$ cat src/rtl/return_addr_stack_pkg.sv
// Shared y86 instruction-code constants used by the fetch/write-back
// predictor logic.
package return_addr_stack_pkg;

    localparam logic [3:0] IHALT = 4'h0;
    localparam logic [3:0] IJXX  = 4'h7;
    localparam logic [3:0] ICALL = 4'h8;
    localparam logic [3:0] IRET  = 4'h9;

endpackage

$ cat src/rtl/return_addr_stack_ras_regfile.sv
// ras_regfile: DEPTH x WIDTH storage for the return-address stack.
// Ports:
//   clk    - clock, write on rising edge
//   wrEn   - write enable
//   wrAddr - write address
//   wrData - write data
//   rdAddr - asynchronous read address
//   rdData - asynchronous read data
// Contents are deliberately not reset.
module ras_regfile #(
    parameter int DEPTH = 8,
    parameter int WIDTH = 64
) (
    input  logic                     clk,
    input  logic                     wrEn,
    input  logic [$clog2(DEPTH)-1:0] wrAddr,
    input  logic [WIDTH-1:0]         wrData,
    input  logic [$clog2(DEPTH)-1:0] rdAddr,
    output logic [WIDTH-1:0]         rdData
);

    logic [WIDTH-1:0] mem [DEPTH];

    always_ff @(posedge clk) begin
        if (wrEn) begin
            mem[wrAddr] <= wrData;
        end
    end

    assign rdData = mem[rdAddr];

endmodule

$ cat src/rtl/return_addr_stack.sv
// return_addr_stack: speculative return-address predictor for the y86
// pipeline. A speculative pointer/count pair tracks CALL/RET in fetch; a
// committed pair tracks CALL/RET retiring in write-back. A mispredict flush
// rewinds the speculative pair to the committed one (including this cycle's
// commit). Stack entries overwritten on a wrong path are not restored.
// Ports:
//   clk_i, rst_i      - clock, synchronous active-high reset
//   f_icode_i/f_valP_i/f_adv_i - fetch-stage icode, fall-through PC, advance
//   flush_i           - mispredict squash
//   W_icode_i/W_stall_i - write-back icode and stall
//   f_ret_pred_o/f_ret_valid_o - predicted RET target and its validity
//   ras_ovf_cnt_o/ras_unf_cnt_o - overflow/underflow event counters
//                       (only when RAS_STATS_EN is defined)
module return_addr_stack
    import return_addr_stack_pkg::*;
#(
    parameter int DEPTH = 8,
    parameter int WIDTH = 64
) (
    input  logic             clk_i,
    input  logic             rst_i,
    input  logic [3:0]       f_icode_i,
    input  logic [WIDTH-1:0] f_valP_i,
    input  logic             f_adv_i,
    input  logic             flush_i,
    input  logic [3:0]       W_icode_i,
    input  logic             W_stall_i,
`ifdef RAS_STATS_EN
    output logic [31:0]      ras_ovf_cnt_o,
    output logic [31:0]      ras_unf_cnt_o,
`endif
    output logic [WIDTH-1:0] f_ret_pred_o,
    output logic             f_ret_valid_o
);

    localparam int PTR_W = $clog2(DEPTH);
    localparam logic [PTR_W:0] FULL = (PTR_W+1)'(DEPTH);

    logic [PTR_W-1:0] sp, csp, cspNext, rdAddr;
    logic [PTR_W:0]   cnt, ccnt, ccntNext;
    logic [WIDTH-1:0] rdData;
    logic             specPush, specPop, commitCall, commitRet;

    assign specPush   = f_adv_i & (f_icode_i == ICALL) & ~flush_i;
    assign specPop    = f_adv_i & (f_icode_i == IRET)  & ~flush_i;
    assign commitCall = ~W_stall_i & (W_icode_i == ICALL);
    assign commitRet  = ~W_stall_i & (W_icode_i == IRET);

    // Committed state for next cycle; flush must see this cycle's commit.
    always_comb begin
        cspNext  = csp;
        ccntNext = ccnt;
        if (commitCall) begin
            cspNext = csp + 1'b1;
            if (ccnt != FULL) begin
                ccntNext = ccnt + 1'b1;
            end
        end else if (commitRet && (ccnt != '0)) begin
            cspNext  = csp - 1'b1;
            ccntNext = ccnt - 1'b1;
        end
    end

    always_ff @(posedge clk_i) begin
        if (rst_i) begin
            sp   <= '0;
            cnt  <= '0;
            csp  <= '0;
            ccnt <= '0;
        end else begin
            csp  <= cspNext;
            ccnt <= ccntNext;
            if (flush_i) begin
                sp  <= cspNext;
                cnt <= ccntNext;
            end else if (specPush) begin
                sp <= sp + 1'b1;
                if (cnt != FULL) begin
                    cnt <= cnt + 1'b1;
                end
            end else if (specPop && (cnt != '0)) begin
                sp  <= sp - 1'b1;
                cnt <= cnt - 1'b1;
            end
        end
    end

`ifdef RAS_STATS_EN
    logic [31:0] ovfCnt, unfCnt;

    always_ff @(posedge clk_i) begin
        if (rst_i) begin
            ovfCnt <= '0;
            unfCnt <= '0;
        end else begin
            if (specPush && (cnt == FULL)) begin
                ovfCnt <= ovfCnt + 1'b1;
            end
            if (specPop && (cnt == '0)) begin
                unfCnt <= unfCnt + 1'b1;
            end
        end
    end

    assign ras_ovf_cnt_o = ovfCnt;
    assign ras_unf_cnt_o = unfCnt;
`endif

    assign rdAddr = sp - 1'b1;

    ras_regfile #(
        .DEPTH(DEPTH),
        .WIDTH(WIDTH)
    ) u_regfile (
        .clk    (clk_i),
        .wrEn   (specPush & ~rst_i),
        .wrAddr (sp),
        .wrData (f_valP_i),
        .rdAddr (rdAddr),
        .rdData (rdData)
    );

    assign f_ret_valid_o = (cnt != '0);
    assign f_ret_pred_o  = (cnt != '0) ? rdData : '0;

endmodule

$ cat config.mk
export PLATFORM = sky130hd
export DESIGN_NAME = return_addr_stack
export DESIGN_NICKNAME = d
export VERILOG_FILES = /design/src/rtl/return_addr_stack_pkg.sv /design/src/rtl/return_addr_stack_ras_regfile.sv /design/src/rtl/return_addr_stack.sv
export SDC_FILE = /design/constraint.sdc
export NUM_CORES = 1
export LEC_CHECK = 0
export CAP_MARGIN = 10
export CORE_UTILIZATION = 35
export CTS_BUF_LIST = sky130_fd_sc_hd__clkbuf_8
export CTS_CLUSTER_DIAMETER = 100
export DETAILED_ROUTE_END_ITERATION = 16
export DONT_BUFFER_PORTS = 1
export SLEW_MARGIN = 25
export SYNTH_ARGS = -nofsm -noshare
export SYNTH_HDL_FRONTEND = slang
export SYNTH_HIERARCHICAL = 1
export SYNTH_SLANG_ARGS = --single-unit
$ cat constraint.sdc
create_clock -name clk_i -period 8.15 [get_ports clk_i]
set_input_delay 1.63 -clock clk_i [delete_from_list [all_inputs] [get_ports clk_i]]
set_output_delay 1.63 -clock clk_i [all_outputs]
set_load 0.01 [all_outputs]
**After elaboration in Yosys (flattened, before gate mapping)**

Memory sizes are Yosys's and may differ from the RTL's.
Cells that the tools add are included.

- Bits in writable memories: 512
- Flip-flop bits (word level): 14
- Output and inout bits: 65
- Memories: 1

- Bitwise logic cells: 10
- Mux-type cells: 15
- $add $sub $neg: 8
- Equality and inequality tests: 7
- Reductions and logical operators: 6

Memories:

| memory | depth | width | rd ports | clocked after Yosys merged registers in | wr ports | RTL line | text |
|---|---|---|---|---|---|---|---|
| u_regfile.mem | 8 | 64 | 1 | 0 | 1 | return_addr_stack_ras_regfile.sv:22 | `logic [WIDTH-1:0] mem [DEPTH];` |

Operators by type and width:

| operator | number |
|---|---|
| 64-bit 2-to-1 mux | 1 |
| 4-bit 2-to-1 mux | 7 |
| 4-bit equality test (second input constant) | 4 |
| 3-bit 2-to-1 mux | 5 |
| 4-bit by 1-bit adder with 4-bit output (second input constant) | 2 |
| 4-bit inequality test (second input constant) | 2 |
| 4-bit nonzero test | 2 |
| 4-bit by 1-bit subtractor with 4-bit output (second input constant) | 2 |
| 1-bit bitwise AND | 7 |
| 3-bit by 1-bit adder with 3-bit output (second input constant) | 2 |
| 3-bit by 1-bit subtractor with 3-bit output (second input constant) | 2 |
| 3-bit by 2-bit inequality test with 1-bit output (second input constant) | 1 |
| 1-bit NOT | 3 |
| 3-bit nonzero test | 1 |
| 1-bit logical AND | 2 |
| 1-bit 2-to-1 mux | 2 |
| 2-bit AND reduction | 1 |

**Depth between registers and ports, before layout**

Gate-level depths: netlist of the first run.

- Depth after elaboration: 7
- Gate-level depth with buffers: 8
- Mapped depth without buffers: 8

**Modules after synthesis**

The synthesis of the first run kept the hierarchy.

By module, submodules not included:

| module | sequential area each (um2) | instances | cells each | area an instance (um2) |
|---|---|---|---|---|
| ras_regfile | 15374.7 | 1 | 752 | 19266.0 |
| return_addr_stack | 280.3 | 1 | 198 | 1498.9 |

**Worst setup path before layout of the first run**

Ideal clock, no wire load.

- Path type: input port to flip-flop
- Start point: input f_icode_i[2]
- End point: memory u_regfile.mem[0][0], enable pin
- Slack: 679 ps
- Cell stages on the path: 5
- Library setup time: 565 ps
- Data arrival time: 6906 ps
- Path through: nand4bb_1 or3_1 nor2_1 nand2b_1 nor3_1

- Word-level cells in the longest chain between the ends: 6

RTL lines:

| item | RTL line | text |
|---|---|---|
| from (decl) | return_addr_stack.sv:22 | `input logic [3:0] f_icode_i,` |
| 4-bit equality test | return_addr_stack.sv:44 | `assign specPush = f_adv_i & (f_icode_i == ICALL) & ~flush_i;` |
| 1-bit bitwise AND (2 in a row) | return_addr_stack.sv:44 |  |
| 1-bit bitwise AND | return_addr_stack.sv:116 | `.wrEn (specPush & ~rst_i),` |
| 1-bit 2-to-1 mux | return_addr_stack_ras_regfile.sv:25 | `if (wrEn) begin` |
| 1-bit 2-to-1 mux (implied by the code) | return_addr_stack_ras_regfile.sv:26 | `mem[wrAddr] <= wrData;` |
| to (decl) | return_addr_stack_ras_regfile.sv:22 |  |

No other way between the ends.

**Final worst setup path of the first run**

- Start point: register sp[0]
- End point: output f_ret_pred_o[25]

- Word-level cells in the longest chain between the ends: 3

RTL lines:

| item | RTL line | text |
|---|---|---|
| from (decl) | return_addr_stack.sv:39 | `logic [PTR_W-1:0] sp, csp, cspNext, rdAddr;` |
| from (signal assigned) | return_addr_stack.sv:74 | `sp <= cspNext;` |
| from (signal assigned) | return_addr_stack.sv:77 | `sp <= sp + 1'b1;` |
| from (signal assigned) | return_addr_stack.sv:82 | `sp <= sp - 1'b1;` |
| 3-bit by 1-bit subtractor with 3-bit output | return_addr_stack.sv:109 | `assign rdAddr = sp - 1'b1;` |
| via rdAddr[0] | return_addr_stack.sv:39 |  |
| memory read 8 x 64 bit | n/a |  |
| via rdData[25] | return_addr_stack.sv:41 | `logic [WIDTH-1:0] rdData;` |
| 64-bit 2-to-1 mux | return_addr_stack.sv:124 | `assign f_ret_pred_o = (cnt != '0) ? rdData : '0;` |
| to (decl) | return_addr_stack.sv:32 | `output logic [WIDTH-1:0] f_ret_pred_o,` |

The timed path passes the listed nets, and every way through them passes these cells.

==> results of run 1 <==
-- synth_stat cells, drive strengths merged, types with 2 or more instances --
cell type  count  area share
edfxtp       512        0.74
mux4         128        0.14
mux2          65       0.035
and2          64       0.019
buf           28       0.010
clkbuf        21      0.0038
nor2          15      0.0027
dfxtp         14       0.013
inv            9      0.0016
ha             8      0.0048
nand2          8      0.0014
a21oi          7      0.0019
o21ai          7      0.0017
xor2           6      0.0025
nand3          5      0.0012
nor3           5      0.0012
nand2b         4      0.0012
xnor2          4      0.0017
a211oi         3      0.0013
a21o           3      0.0011
a221oi         3      0.0016
a31oi          3     0.00090
and3           3     0.00090
a22oi          2     0.00072
mux2i          2     0.00096
nor2b          2     0.00060
nor4           2      0.0012
o22ai          2     0.00060
or3            2     0.00060
or4            2     0.00072
-- power breakdown --
group / total, mW / switching [mW] / internal, mW
Clock: 2.09 / 1.02 / 1.07
Combinational: 0.282 / 0.152 / 0.129
Sequential: 2.97 / 0.00403 / 2.97
-- registers in the layout (all words and copies together) (netlist names) --
name,cells
u_regfile/mem,512
cnt,4
sp,3
csp,3
ccnt,4
-- cells in the final DEF, fill, tap and decap left out, types with 5 or more instances in the layout --
cell,count
sky130_fd_sc_hd__mux4_2,128
sky130_fd_sc_hd__edfxtp_1,512
sky130_fd_sc_hd__buf_4,17
sky130_fd_sc_hd__clkinv_2,11
sky130_fd_sc_hd__clkinv_1,24
sky130_fd_sc_hd__ha_1,8
sky130_fd_sc_hd__inv_1,27
sky130_fd_sc_hd__nor2_1,9
sky130_fd_sc_hd__nand2_1,8
sky130_fd_sc_hd__a21oi_1,6
sky130_fd_sc_hd__xor2_1,5
sky130_fd_sc_hd__clkbuf_8,88
sky130_fd_sc_hd__nand3_1,5
sky130_fd_sc_hd__dfxtp_1,14
sky130_fd_sc_hd__o21ai_0,6
sky130_fd_sc_hd__nor2_4,6
sky130_fd_sc_hd__and2_1,64
sky130_fd_sc_hd__mux2_2,65
-- worst max-delay path: stages (launching register included) --
cell and delay [ns]:
sky130_fd_sc_hd__dfxtp_1 0.60, sky130_fd_sc_hd__inv_8 0.24, sky130_fd_sc_hd__ha_1 0.34, sky130_fd_sc_hd__xor2_4 0.35
sky130_fd_sc_hd__buf_4 0.68, sky130_fd_sc_hd__mux4_2 0.43, sky130_fd_sc_hd__mux2_2 0.27, sky130_fd_sc_hd__and2_1 0.20
-- worst max path at each step --
stage                                         end  slack, ns               start
global placement                 f_ret_pred_o[13]       2.93  sp[0]$_SDFFE_PP0P_
CTS                              f_ret_pred_o[25]       2.11  sp[0]$_SDFFE_PP0P_
finish                           f_ret_pred_o[25]       2.69  sp[0]$_SDFFE_PP0P_
global route                     f_ret_pred_o[25]       2.41  sp[0]$_SDFFE_PP0P_
floorplan           u_regfile/mem[0][0]$_DFFE_PP_       0.68        f_icode_i[2]
detailed placement               f_ret_pred_o[13]       2.87  sp[0]$_SDFFE_PP0P_
-- per-layer routing --
layer	wire (um)	global-route usage	vias up
met1	17600	0.1775	4976
met3	2594	0.04409	59
li1	-	-	4055
met4	833	0.04951	0
met5	0	0	-
met2	22900	0.2583	224
-- metrics by stage --
step	cell area (um^2)	cells	worst slack [ns]	util
CTS	23240	1836	2.107	0.3998
global route	23330	1841	2.411	0.4013
global placement	21640	1683	2.928	0.3723
floorplan	20760	950	0.6794	-
finish	23330	1841	2.685	0.4013
detailed placement	21700	1685	2.870	0.3732
-- logic make-up (layout without fill, tap and decap cells) --
logic type,Yosys count,in the layout,share of synthesized area
flops,526,526,0.7539
mux,195,195,0.1750
simple gates,119,119,0.03434
buf+inv,58,182,0.01561
compound gates,33,33,0.01109
xor+xnor,10,10,0.004218
fa+ha+maj,9,9,0.005785
other cells,0,2,0
-- area by class of cell --
type / instances / area, um^2
clock buffer: 88 / 1211
inverter: 9 / 42.54
clock inverter: 63 / 331.6
tap: 765 / 957.2
fill: 5179 / 34810
timing repair buffer: 22 / 257.7
antenna: 2 / 5.005
sequential: 526 / 15660
multi-input combinational: 366 / 4867
==> impl_summary.md, run 1 <==
Critical path
The startpoint class of the critical path is a flip-flop. STA puts the critical path data arrival time at between 3 and 4 ns. The depth of the most critical reg-to-reg path is 3. STA classifies the critical path endpoint as a primary output.

The worst register-to-register path begins at sp[2]$_SDFFE_PP0P_. The required time reported for the critical path endpoint is 6.52 ns. Along the worst path, the maximum fanout reaches 51. The critical path start-end classification is reg -> out. The critical register-to-register path endpoint is u_regfile/mem[6][33]$_DFFE_PP_.

For flop-to-flop paths, the worst setup slack is 5.40 ns.

Power and ir drop
In this run the static leakage power is between 7 and 8 nW. The maximum vdd ir drop is 0.1333 mV. The overall power of the completed layout is around 5.3 mW. Power spread over the standard cell area amounts to 229.3 nW/um^2.

Synthesis
Synthesis inferred between 500 and 600 register bits. Each instance of the synthesized netlist takes up on average 21.86 um^2. Counting flops with a built-in enable in the synthesized netlist gives ~510.

The area of the mapped netlist is roughly 21,000 um^2. After synthesis, the share of flip-flops with an asynchronous set or reset is 0. The sequential share of the synthesized area is 0.7539. The synthesized netlist cell count is between 900 and 1,000.

For this run, the number of Yosys warnings is 6. The dominant synthesized flop cell is sky130_fd_sc_hd__edfxtp_1. The count of different cell masters after synthesis is 48. The net count after synthesis is a little over 1,000.

STA
Timing would allow up to roughly 180 MHz. Counting I/O delays and the setup requirement, the final critical path takes around 5.5 ns. The number of hold violations in the final report is 0. Setup total negative slack on the finished layout was measured at 0 ns. The final number of setup-violating endpoints is 0. Hold is met by roughly 0.56 ns. Headroom to the max-slew limit came out at 0.3501. Setup repair after global routing left no endpoint under its margin.

The final worst-path cycle share is 0.6705. The clock arrives with roughly 0.017 ns of skew. The transition time of the tightest slew-check pin is 0.9749 ns.

The number of max-slew violations in the final report came to 0.

Clocking
The root buffer selected by CTS is sky130_fd_sc_hd__clkbuf_8. The post-CTS setup buffer count is 0. TritonCTS built the clock tree. The number of gates resized after CTS was 0. For this design, the sink count on the clock tree is 526.

Clock-pin slew was measured on the worst setup and hold paths at around 0.050 ns. After clock tree synthesis, the flow added hold-fix buffers numbering 0. The clock passes through at most 3 buffers. The clock buffer count from CTS is between 80 and 90.

The clock latency at the later pin of the worst-skew pair is ~0.67 ns. The level count of the clock H-tree is 3.

Flow run
The number of max-cap violations is 0.

Die
The core area is just under 60,000 um^2. The die covers between 60,000 and 70,000 um^2. The die outline height is 245.6 um. After floorplanning, the core was divided into around 90 placement rows. For this configuration, the core starts out at a cell density of 0.3572. The I/O pin count is about 140. The width of the chip is roughly 250 um.

Route
The violation count after the first detailed-route iteration is approximately 460. The first-pass iteration count of the detailed router is 4. Summing over every cut layer, the via total after detailed routing is roughly 9,300. Using the TritonRoute via totals, the vias-per-cell ratio works out to about 5.1. The remaining routing DRC violations is 0. The number of routed nets with antenna violations is 0. For this block, the routed nets add up to 43.93 mm of wire.

After detailed routing, the average wire length per cell comes to about 24 um.

Run status
The run finished with clean final reports.

Global route
The first global-routing pass estimated 65.63 mm of wire. The number of antenna violations at the first check in global routing is 1. Global routing finished with a remaining overflow of 0. The maximum number of pins on one net before global-route repair is 85. The global-route usage over all layers is 0.1495. The number of global-route vias before repair is around 10,000.

Hold path
The path with the worst hold slack has its endpoint at csp[2]$_SDFF_PP0_. The worst hold path passes through 2 cells. The origin of the worst min-delay path is csp[2]$_SDFF_PP0_.

The min-delay analysis places its worst path in the category reg -> reg.

Cells and area
The share of post-route cells with drive strength above 1 is 0.3184. The area growth from synthesis to layout is 12.34%. In the final design database the tool counted about 1,100 nets.

Placement
The count of port buffers added during placement is 0. Detailed placement finished with a half-perimeter wire length of between 20 and 25 mm. At the end of routability-driven placement, the weighted congestion stood at between 0.6 and 0.7.
No activity file was read; power rests on OpenSTA's default activity.
==> run 2, diff against run 1 <==
Clock period 8.15 ns to 4.6 ns, I/O delays scaled along.
==> impl_summary.md, run 2 (same netlist as run 1, synthesis figures left out) <==
Run status
The flow ran to the end, and the final reports show no timing, DRC or antenna violations.

Power and ir drop
The maximum vdd ir drop is between 0.2 and 0.25 mV. The static leakage is 7.463 nW. The power density over cell area is 408.9 nW/um^2.

Route
The routed via count is roughly 9,300. The first-pass iteration count of the detailed router is 4. The number of routed nets with antenna violations is 0. The first routing iteration left roughly 420 violations. After detailed routing, the average wire length per cell comes to around 23 um. The remaining routing DRC violations is 0. The number of vias per cell is roughly 5.

Summed over all layers, the routed wires come to 42.04 mm.

Die
The die covers around 60,000 um^2. The I/O pin count is roughly 140. The floorplan step set the die height to about 250 um. The cell row count is 88. The initial utilization of the core area, before any placement, comes to 0.3572. The core area is between 50,000 and 60,000 um^2. The width of the chip is approximately 250 um.

Cells and area
More flip-flops sit in one register than any other, and that register is u_regfile/mem. The layout net count is 1,100. The area of combinational cells with multiple inputs is 4876 um^2. From synthesis to final layout, the design area changed by 12.61%.

The largest registers in the layout are u_regfile/mem: 512 flops, ccnt: 4 flops, cnt: 4 flops. The library cell used most frequently in the layout, excluding fill and tap cells, is sky130_fd_sc_hd__edfxtp_1. The post-route cell area is roughly 23,000 um^2. The sequential cell area in the final layout is about 16,000 um^2. The flip-flop count of the largest register, all copies and words added is 512. Counting the fill cells in the layout gives between 5,000 and 6,000. In the final layout, the share of cells above drive strength 1 is 0.3182.

Leaving out fill and tap cells, the most frequent cells in the layout are sky130_fd_sc_hd__edfxtp_1 (512), sky130_fd_sc_hd__mux4_2 (128), sky130_fd_sc_hd__clkbuf_8 (88).

Clocking
The worst-case clock buffer depth is 3. The clock buffer count from CTS is 87. The root buffer cell chosen for the clock tree is sky130_fd_sc_hd__clkbuf_8. The number of clock sinks is approximately 530. In this run the post-CTS setup repair buffer count came out at 0. The later pin in the worst-skew pair is clocked with a latency of between 0.6 and 0.7 ns. The level count of the clock H-tree is 3. The clock input transition at the sequential cells of the worst setup and hold paths is ~0.060 ns. The post-cts sizing count is 0. The CTS tree is built. The number of hold buffers added after CTS was 0.

STA
Hold is met by approximately 0.31 ns. For this run, the top clock speed supported by timing is approximately 230 MHz. Setup repair after global routing left no endpoint under its margin. The worst path needs around 4.3 ns of the cycle, external delays included.

At the pin with the least slew margin, the transition time is between 0.8 and 0.9 ns. The number of max-slew violations in the final report is 0. Of the available clock period, the critical path in the final layout requires 0.9261.

Setup violations remaining at the end of the flow were counted as 0. The number of hold violations in the final report came to 0. Setup slack on the critical path of the routed design comes to 0.3398 ns. The clock skew is roughly 0.030 ns. The max-slew headroom at the worst pin is 0.4405.

Global route
The met2 usage is 0.2404. In the global route stage, met3 resource usage came out at 0.04627. The first global-routing pass estimated 63.08 mm of wire. The global-route congestion overflow total is 0. The number of antenna violations at the first check in global routing was 1.

The global-route usage over all layers is 0.1433. met2 is the most crowded layer. The maximum number of pins on one net before global-route repair is roughly 80. The met1 demand-to-capacity share in global routing is 0.1735. The number of global-route vias before repair was between 10,000 and 15,000.

Critical path
The signal arrival time at the worst endpoint is roughly 3.3 ns. The endpoint kind of the worst setup timing path is a primary output. The worst setup path is of the reg -> out kind. Of all nets on the critical path, the largest fanout is 34. The depth of the most critical reg-to-reg path is 3. The worst setup path is launched from a flip-flop. The cell type of the slowest stage on the worst timing path is sky130_fd_sc_hd__dfxtp_1. On the worst path, the slowest cell contributes a delay of between 0.6 and 0.7 ns.

Traced cell by cell, the critical path runs through inv_8 > ha_1 > xor2_4 > buf_4 > mux4_2 > mux2_2 > and2_1. At the worst endpoint, the required time is 3.68 ns.

Flow run
Max-cap violations in this run came to 0.

Hold path
The class of the tightest hold or removal check is in -> reg. The depth of the worst hold-timing path is 1.

Placement
The post-placement cell area is about 22,000 um^2. Before CTS, the worst setup slack after placement is 0.9647 ns. The count of port buffers added during placement is 0. At the end of routability-driven placement, the weighted congestion stood at about 0.7.

Once detailed placement completed, the half-perimeter wirelength came to between 20 and 25 mm.
run 2: through the flow:
step | setup TNS, ns | std cells | utilization | power (mW)
floorplan | -194.39 | 950 | - | 5.764
global placement | 0 | 1690 | 0.3745 | 5.876
detailed placement | 0 | 1690 | 0.3745 | 5.878
CTS | 0 | 1843 | 0.4021 | 9.733
global route | 0 | 1844 | 0.4022 | 9.931
finish | 0 | 1844 | 0.4022 | 9.562
run 2: final timing paths:
path	start	end	slack [ns]
worst max-delay path	sp[0]$_SDFFE_PP0P_	f_ret_pred_o[21]	0.34
worst min register to register	csp[2]$_SDFF_PP0_	csp[2]$_SDFF_PP0_	0.56
worst max register to register	sp[0]$_SDFFE_PP0P_	u_regfile/mem[3][31]$_DFFE_PP_	2.46
worst min-delay path	rst_i	cnt[0]$_SDFFE_PP0P_	0.31
run 2: worst max-delay path: cells and delay by family (launching register included):
kind	cells	cell delay (ns)
AND/OR/NAND/NOR	1	0.19
buffers and inverters	2	0.61
flip-flops	1	0.65
multiplexers	2	0.69
XOR/XNOR	1	0.20
adder cells (fa/ha/maj)	1	0.30
run 2: cell type report:
type,count,share of cell area
tap,765,0.04094
timing repair buffer,24,0.01038
sequential,526,0.6695
clock inverter,65,0.01691
clock buffer,88,0.05180
multi-input combinational,366,0.2085
inverter,9,0.001819
antenna,1,0.0001070
run 2: per-layer routing:
| layer | part of all wire | vias to the layer above |
|---|---|---|
| li1 | - | 4068 |
| met1 | 0.41 | 4950 |
| met2 | 0.50 | 236 |
| met3 | 0.067 | 72 |
| met4 | 0.019 | 0 |
| met5 | 0 | - |
run 2: power by group:
| group | internal, mW | switching, mW | total, mW |
|---|---|---|---|
| Combinational | 0.233 | 0.260 | 0.493 |
| Sequential | 5.26 | 0.00785 | 5.27 |
| Clock | 2.01 | 1.79 | 3.80 |
